==> src/rtl/approx_softmax_pkg.sv <==
// Shared constants and types for the approx-softmax multiplier path.
//   MUL_WA / MUL_WB / MUL_WP : multiplicand, multiplier and product widths
//   mul_state_t              : sequential multiplier FSM states
package approx_softmax_pkg;
  localparam int MUL_WA = 9;
  localparam int MUL_WB = 8;
  localparam int MUL_WP = MUL_WA + MUL_WB;

  typedef enum logic [1:0] {
    IDLE = 2'd0,
    RUN  = 2'd1,
    DONE = 2'd2
  } mul_state_t;
endpackage

==> src/rtl/mul_add_row.sv <==
// One shift-and-add row: sum = acc + (en ? (mcand << sh) : 0).
// Purely combinational; the multiplier reuses a single instance every cycle.
// Ports:
//   acc   in  WP-bit running partial product
//   mcand in  WA-bit multiplicand
//   sh    in  shift amount (current multiplier bit position)
//   en    in  current multiplier bit
//   sum   out WP-bit updated partial product
module mul_add_row #(
  parameter int WA = 9,
  parameter int WB = 8,
  parameter int CW = $clog2(WB),
  parameter int WP = WA + WB
) (
  input  logic [WP-1:0] acc,
  input  logic [WA-1:0] mcand,
  input  logic [CW-1:0] sh,
  input  logic          en,
  output logic [WP-1:0] sum
);
  logic [WP-1:0] shifted;

  always_comb begin
    shifted = WP'(mcand) << sh;
    sum     = acc + (en ? shifted : '0);
  end
endmodule

==> src/rtl/seq_shift_add_multiplier.sv <==
// Sequential shift-and-add multiplier, one multiplier bit per clock, LSB first.
// Optional build macro: MUL_ADD_REM_EN -- when defined, c is captured with the
// operands and preloaded into the accumulator so p = a*b + c.
// Ports:
//   clk, rst_n          clock and synchronous active-low reset
//   in_valid, in_ready  operand handshake (a, b, c sampled on accept)
//   a, b, c             multiplicand, multiplier, addend (addend optional)
//   out_valid, out_ready product handshake
//   p                   product, stable while out_valid
//   busy                high while iterating
//
// state | meaning
// IDLE  | ready for operands
// RUN   | WB add/shift iterations, one multiplier bit per cycle
// DONE  | first cycle registers p/out_valid, then holds until out_ready
module seq_shift_add_multiplier
  import approx_softmax_pkg::*;
#(
  parameter int WA = MUL_WA,
  parameter int WB = MUL_WB,
  localparam int WP = WA + WB
) (
  input  logic          clk,
  input  logic          rst_n,
  input  logic          in_valid,
  output logic          in_ready,
  input  logic [WA-1:0] a,
  input  logic [WB-1:0] b,
  input  logic [WB-1:0] c,
  output logic          out_valid,
  input  logic          out_ready,
  output logic [WP-1:0] p,
  output logic          busy
);
  localparam int CW = $clog2(WB);
  localparam logic [CW-1:0] LAST = CW'(WB - 1);

  mul_state_t    state;
  logic [WA-1:0] mcand;
  logic [WB-1:0] mplier;
  logic [WP-1:0] acc;
  logic [WP-1:0] acc_next;
  logic [WP-1:0] acc_init;
  logic [CW-1:0] cnt;

`ifdef MUL_ADD_REM_EN
  assign acc_init = WP'(c);
`else
  logic unused_c;
  assign unused_c = ^c;
  assign acc_init = '0;
`endif

  mul_add_row #(.WA(WA), .WB(WB), .CW(CW), .WP(WP)) u_row (
    .acc   (acc),
    .mcand (mcand),
    .sh    (cnt),
    .en    (mplier[0]),
    .sum   (acc_next)
  );

  always_ff @(posedge clk) begin
    if (!rst_n) begin
      state     <= IDLE;
      in_ready  <= 1'b1;
      out_valid <= 1'b0;
      busy      <= 1'b0;
      p         <= '0;
      mcand     <= '0;
      mplier    <= '0;
      acc       <= '0;
      cnt       <= '0;
    end else begin
      case (state)
        IDLE: begin
          if (in_valid) begin
            mcand    <= a;
            mplier   <= b;
            acc      <= acc_init;
            cnt      <= '0;
            in_ready <= 1'b0;
            busy     <= 1'b1;
            state    <= RUN;
          end
        end
        RUN: begin
          acc    <= acc_next;
          mplier <= mplier >> 1;
          cnt    <= cnt + 1'b1;
          if (cnt == LAST) begin
            busy  <= 1'b0;
            state <= DONE;
          end
        end
        DONE: begin
          // Output register stage: p is loaded once, then held until consumed.
          if (!out_valid) begin
            out_valid <= 1'b1;
            p         <= acc;
          end else if (out_ready) begin
            out_valid <= 1'b0;
            in_ready  <= 1'b1;
            state     <= IDLE;
          end
        end
        default: begin
          state     <= IDLE;
          in_ready  <= 1'b1;
          out_valid <= 1'b0;
          busy      <= 1'b0;
        end
      endcase
    end
  end
endmodule

==> config.mk <==
export PLATFORM = sky130hd
export DESIGN_NAME = seq_shift_add_multiplier
export DESIGN_NICKNAME = d
export VERILOG_FILES = /design/src/rtl/approx_softmax_pkg.sv /design/src/rtl/mul_add_row.sv /design/src/rtl/seq_shift_add_multiplier.sv
export SDC_FILE = /design/constraint.sdc
export NUM_CORES = 1
export LEC_CHECK = 0
export BUFFER_PORTS_ARGS = -buffer_cell sky130_fd_sc_hd__buf_2
export CAP_MARGIN = 30
export CORE_MARGIN = 10
export CORE_UTILIZATION = 30
export DETAILED_ROUTE_END_ITERATION = 7
export PLACE_DENSITY = 0.58
export SLEW_MARGIN = 10
export SYNTH_ARGS = -nofsm -noshare
export SYNTH_HDL_FRONTEND = slang
export SYNTH_SLANG_ARGS = --single-unit
==> constraint.sdc <==
create_clock -name clk -period 7.9 [get_ports clk]
set_input_delay 0.395 -clock clk [delete_from_list [all_inputs] [get_ports clk]]
set_output_delay 0.395 -clock clk [all_outputs]
set_load 0.1 [all_outputs]
# --- Word-level counts from Yosys, hierarchy flattened ---
# Cells that the tools add are included.
word_totals:
  wordCells: 53
  out_inout_bits: 20
  register_bits: 59
  in_bits: 29
op_classes:
  bitwise: 3
  shift: 1
  n_reduce_logical: 9
  add_sub_neg: 2
  mux: 22
  eq_ne: 7
ops:
  columns: ["cell", "n"]
  rows:
  - ["2-to-1 mux 17 bit", 2]
  - ["one-hot mux 17 bit (2 select lines)", 1]
  - ["adder 17 bit", 1]
  - ["<< shifter 9 x 3 -> 17 bit", 1]
  - ["one-hot mux 8 bit (2 select lines)", 1]
  - ["2-to-1 mux 2 bit", 4]
  - ["2-to-1 mux 8 bit", 1]
  - ["!= test 2 bit, second input constant", 4]
  - ["AND reduction 4 bit", 2]
  - ["2-to-1 mux 1 bit", 7]
  - ["one-hot mux 1 bit (3 select lines)", 2]
  - ["one-hot mux 2 bit (3 select lines)", 1]
  - ["one-hot mux 3 bit (2 select lines)", 1]
  - ["AND reduction 2 bit", 3]
  - ["adder 3 x 1 -> 3 bit, second input constant", 1]
  - ["equality test 3 bit, second input constant", 1]
  - ["2-to-1 mux 3 bit", 1]
  - ["NOT 1 bit", 3]
  - ["AND reduction 3 bit", 1]
  - ["equality test 2 x 1 -> 1 bit, second input constant", 1]
  - ["equality test 2 bit, second input constant", 1]
  - ["zero test 2 bit", 1]
  - ["one-hot mux 1 bit (2 select lines)", 1]
  - ["nonzero test 2 bit", 1]
  - ["OR reduction 2 bit", 1]

# --- Depth between registers and ports, before layout ---
depth:
  depth_word: 4
  depth_mapped: 14
  depth_no_buf: 13

# --- Modules after synthesis ---
# Synthesis repeated with hierarchy kept, for this count alone.
unflattened:
  cells_unflattened: 403
  area_unflattened_um2: 3449.6
by_module_without_submodules:
  columns: ["module", "area_per_inst_um2", "cells_each", "seq_area_each_um2", "instances"]
  rows:
  - ["seq_shift_add_multiplier", 2239.6, 228, 1181.1, 1]
  - ["mul_add_row", 1209.9, 175, 0.0, 1]

# --- Least setup slack after synthesis ---
# No wires, ideal clock.
synth_timing:
  kind: "register to register"
  from: "register cnt[1]"
  to: "register acc[13]"
  arrival_ps: 2837
  period_less_slack_ps: 2894
  path_stages_with_launch: 15
  path_buffers: 2
  setup_time_ps: 58
  slack_ps: 5006
  path_cell_list: "dfxtp_1 -> clkbuf_1 -> buf_2 -> mux2i_1 -> nand2_1 -> o21ai_0 -> o21ai_0 -> and2_1 -> ha_1 -> a21oi_1 -> o21bai_1 -> a211oi_1 -> a31oi_1 -> nor4b_1 -> a211o_1"
synth_via:
  elab_chain_len: 4
synth_lines:
  columns: ["item", "line_no", "source"]
  rows:
  - ["start, declared", "seq_shift_add_multiplier.sv:44", "logic [CW-1:0] cnt;"]
  - ["start signal, assigned", "seq_shift_add_multiplier.sv:89", "cnt <= cnt + 1'b1;"]
  - ["<< shifter 9 x 3 -> 17 bit", "mul_add_row.sv:24", "shifted = WP'(mcand) << sh;"]
  - ["2-to-1 mux 17 bit", "mul_add_row.sv:25", "sum = acc + (en ? shifted : '0);"]
  - ["adder 17 bit", "mul_add_row.sv:25", null]
  - ["one-hot mux 17 bit (2 select lines)", "seq_shift_add_multiplier.sv:74", "case (state)"]
  - ["end signal, assigned", "seq_shift_add_multiplier.sv:79", "acc <= acc_init;"]
  - ["end signal, assigned", "seq_shift_add_multiplier.sv:87", "acc <= acc_next;"]
  - ["end, declared", "seq_shift_add_multiplier.sv:41", "logic [WP-1:0] acc;"]
# No other way between the ends.
# A chain may end at the register's enable or synchronous reset.

# --- Worst setup path in the final report ---
# Ends and elaborated chain as after synthesis.

==> flow_summary.json <==
{
  "cts_sinks": 59,
  "timing.fmax_mhz": 293,
  "critPathMaxStageDelay_ps": 710,
  "leakage_nw": 1.66,
  "layout-area-overhead-vs-synth_pct": 16.3,
  "period_share_pct": 43.2,
  "async_reset_ff_share_pct": 0,
  "finClkSkew_ps": 7.24,
  "min_path_type": "in2reg",
  "grt_setup_unrepaired": "false",
  "drt_iter0_drc": 123,
  "postCtsHoldBufs": 0,
  "grt_pass1_vias": 2759,
  "dieArea_sq_um": 15800,
  "cp_max_fo": 16,
  "clk_latency_ps": 340,
  "worstMarginPinSlew_ps": 875,
  "io_buffers": 40,
  "cts_tree": "built",
  "tns_ps": 0,
  "status": "completed",
  "yosysWarnings": 0,
  "drive_gt1_share_pct": 14.5,
  "first_pass_iters": 4,
  "start_kind": "flop",
  "drt.antenna.violating_nets": 0,
  "min_period_ps": 3410,
  "hold_viol": 0,
  "row_count": 38,
  "cts-root-buf": "clkbuf_8",
  "final_cell_mix": "nand2_1, dfxtp_1, buf_2",
  "powerDensity_nw_per_um2": 189,
  "ctsHtreeMaxLevel": 3,
  "grt_pass1_wl_mm": 13.2,
  "syn_avg_cell_area_sq_um": 8.28,
  "required_ps": 8190,
  "place_hpwl_mm": 5.83,
  "ios": 49,
  "clk_pin_slew_ps": 70,
  "post_cts_buffers": 0,
  "netlist_area_sq_um": 3360,
  "gp_congestion": 0.852,
  "cpMaxStageDelayCell": "dfxtp_1",
  "start_util_pct": 30.9,
  "synth_enable_flop_cells": 0,
  "cp.arrival_ps": 3700,
  "grt_usage_pct": 9.81,
  "overflow": 0,
  "critPathCaptureType": "flop",
  "synth_cells": 406,
  "layout_commonest_cell": "nand2_1",
  "synth_ff_type": "dfxtp_1",
  "nets": 484,
  "clockBufferDepth": 2,
  "core_sq_um": 10900,
  "finalSetupViolCount": 0,
  "antenna_found_initial": 0,
  "synth_cell_type_count": 43,
  "wl_mm": 7.76,
  "synth_nets": 454,
  "finalNonFillerCells": 581,
  "num_vias": 2822,
  "crit_type": "reg2reg",
  "n_antenna_cell": 0,
  "synth_top_cell_area_share_pct": 35.1,
  "yosys-top-cells-area": "dfxtp_1, nand2_1, mux2i_1",
  "via_per_inst": 4.86,
  "die_w_um": 126,
  "slew_violations": 0,
  "cts_resized": 0,
  "cts_buffers": 9,
  "seq_area_frac_synth_pct": 35.1,
  "post_drt_wl_per_cell_um": 13.4,
  "synth_seq_cells": 59,
  "maxCapViolations": 0,
  "maxSlewHeadroom_pct": 41.4,
  "crit_chain": "mux2_2, o21ai_0, mux2i_1, and2_1, ha_1, nand4_1, nor2_1, a211oi_1, a31oi_1, nor4b_1, a211o_1",
  "peakVddDrop_uv": 75.6,
  "fp.dieH_um": 126,
  "grt_max_degree": 52,
  "dp.cells": 565,
  "yosysTopAreaCell": "dfxtp_1",
  "drc": 0
}
final timing paths:
check             cells past startpoint                     to  slack (ps)           startpoint
setup / recovery                     11   acc[13]$_SDFFE_PN0P_        4490  cnt[1]$_SDFFE_PN0P_
hold / removal                        3  mcand[7]$_SDFFE_PN0P_         310                 a[7]
setup reg to reg                     11   acc[13]$_SDFFE_PN0P_        4490  cnt[1]$_SDFFE_PN0P_
hold reg to reg                       2     p[10]$_SDFFE_PN0P_         460   p[10]$_SDFFE_PN0P_
power breakdown:
part           leakage, nW  switching (mW)  total (mW)  internal [mW]
sequential           0.480          0.0110       0.318          0.307
clock                0.115           0.125       0.342          0.218
combinational         1.07          0.0439      0.0758         0.0319
total                 1.66           0.179       0.737          0.557
flip-flops by register name, indices dropped and copies added, names as in the netlist:
name	count
acc	17
busy	1
cnt	3
in_ready	1
mcand	9
mplier	8
out_valid	1
p	17
state	2
cell type report:
cell class	count	area, sq um
fillers	1144	6980
multi-input cells	321	2070
flip-flops and latches	59	1180
repair buffers	42	215
well taps	140	175
clock buffers	10	138
clock inverters	6	113
inverters	3	11.3
metal layers:
| metal | GRT usage [%] | vias up | part of all wire [%] |
|---|---|---|---|
| met3 | 3.48 | 7 | 4.2 |
| met1 | 11.7 | 1287 | 48 |
| li1 | - | 1487 | - |
| met4 | 3.68 | 0 | 0.88 |
| met5 | 0 | - | 0 |
| met2 | 15.8 | 41 | 47 |
cells in the mapped netlist (all sizes together), types with 5 or more instances:
| cell | count |
|---|---|
| nand2 | 79 |
| dfxtp | 59 |
| o21ai | 25 |
| mux2i | 24 |
| nor2 | 24 |
| a21oi | 22 |
| nor2b | 22 |
| a21boi | 21 |
| ha | 18 |
| clkbuf | 16 |
| o211a | 10 |
| a22oi | 7 |
| and2 | 7 |
| buf | 7 |
| xnor2 | 6 |
| nand4 | 5 |
| xor2 | 5 |
per-stage QoR:
step	setup WS (ps)	utilization (%)	cell area [sq um]	total power, mW	hold WS, ps
final	4490	35.9	3910	0.737	315
after CTS	4530	35.9	3910	0.749	289
after global placement	4560	33.5	3650	0.399	455
after global routing	4230	35.9	3910	0.771	294
after detailed placement	4540	33.6	3660	0.402	457
after floorplan	5010	-	3360	0.382	453
kinds of logic after synthesis:
logic type	synth area share [%]
fa+ha+maj	7.30
buf+inv	3.13
compound gates	21.9
xor+xnor	2.87
flops	35.1
simple gates	21.2
mux	8.49
worst max-delay path: cells and delay by family (launching register included):
family | cells | cell delay, ps
adders and majority gates | 1 | 340
DFF | 1 | 710
AOI/OAI and AO/OA | 4 | 980
muxes | 2 | 550
and+or+nand+nor | 4 | 770
No activity file was read; power rests on OpenSTA's default activity.
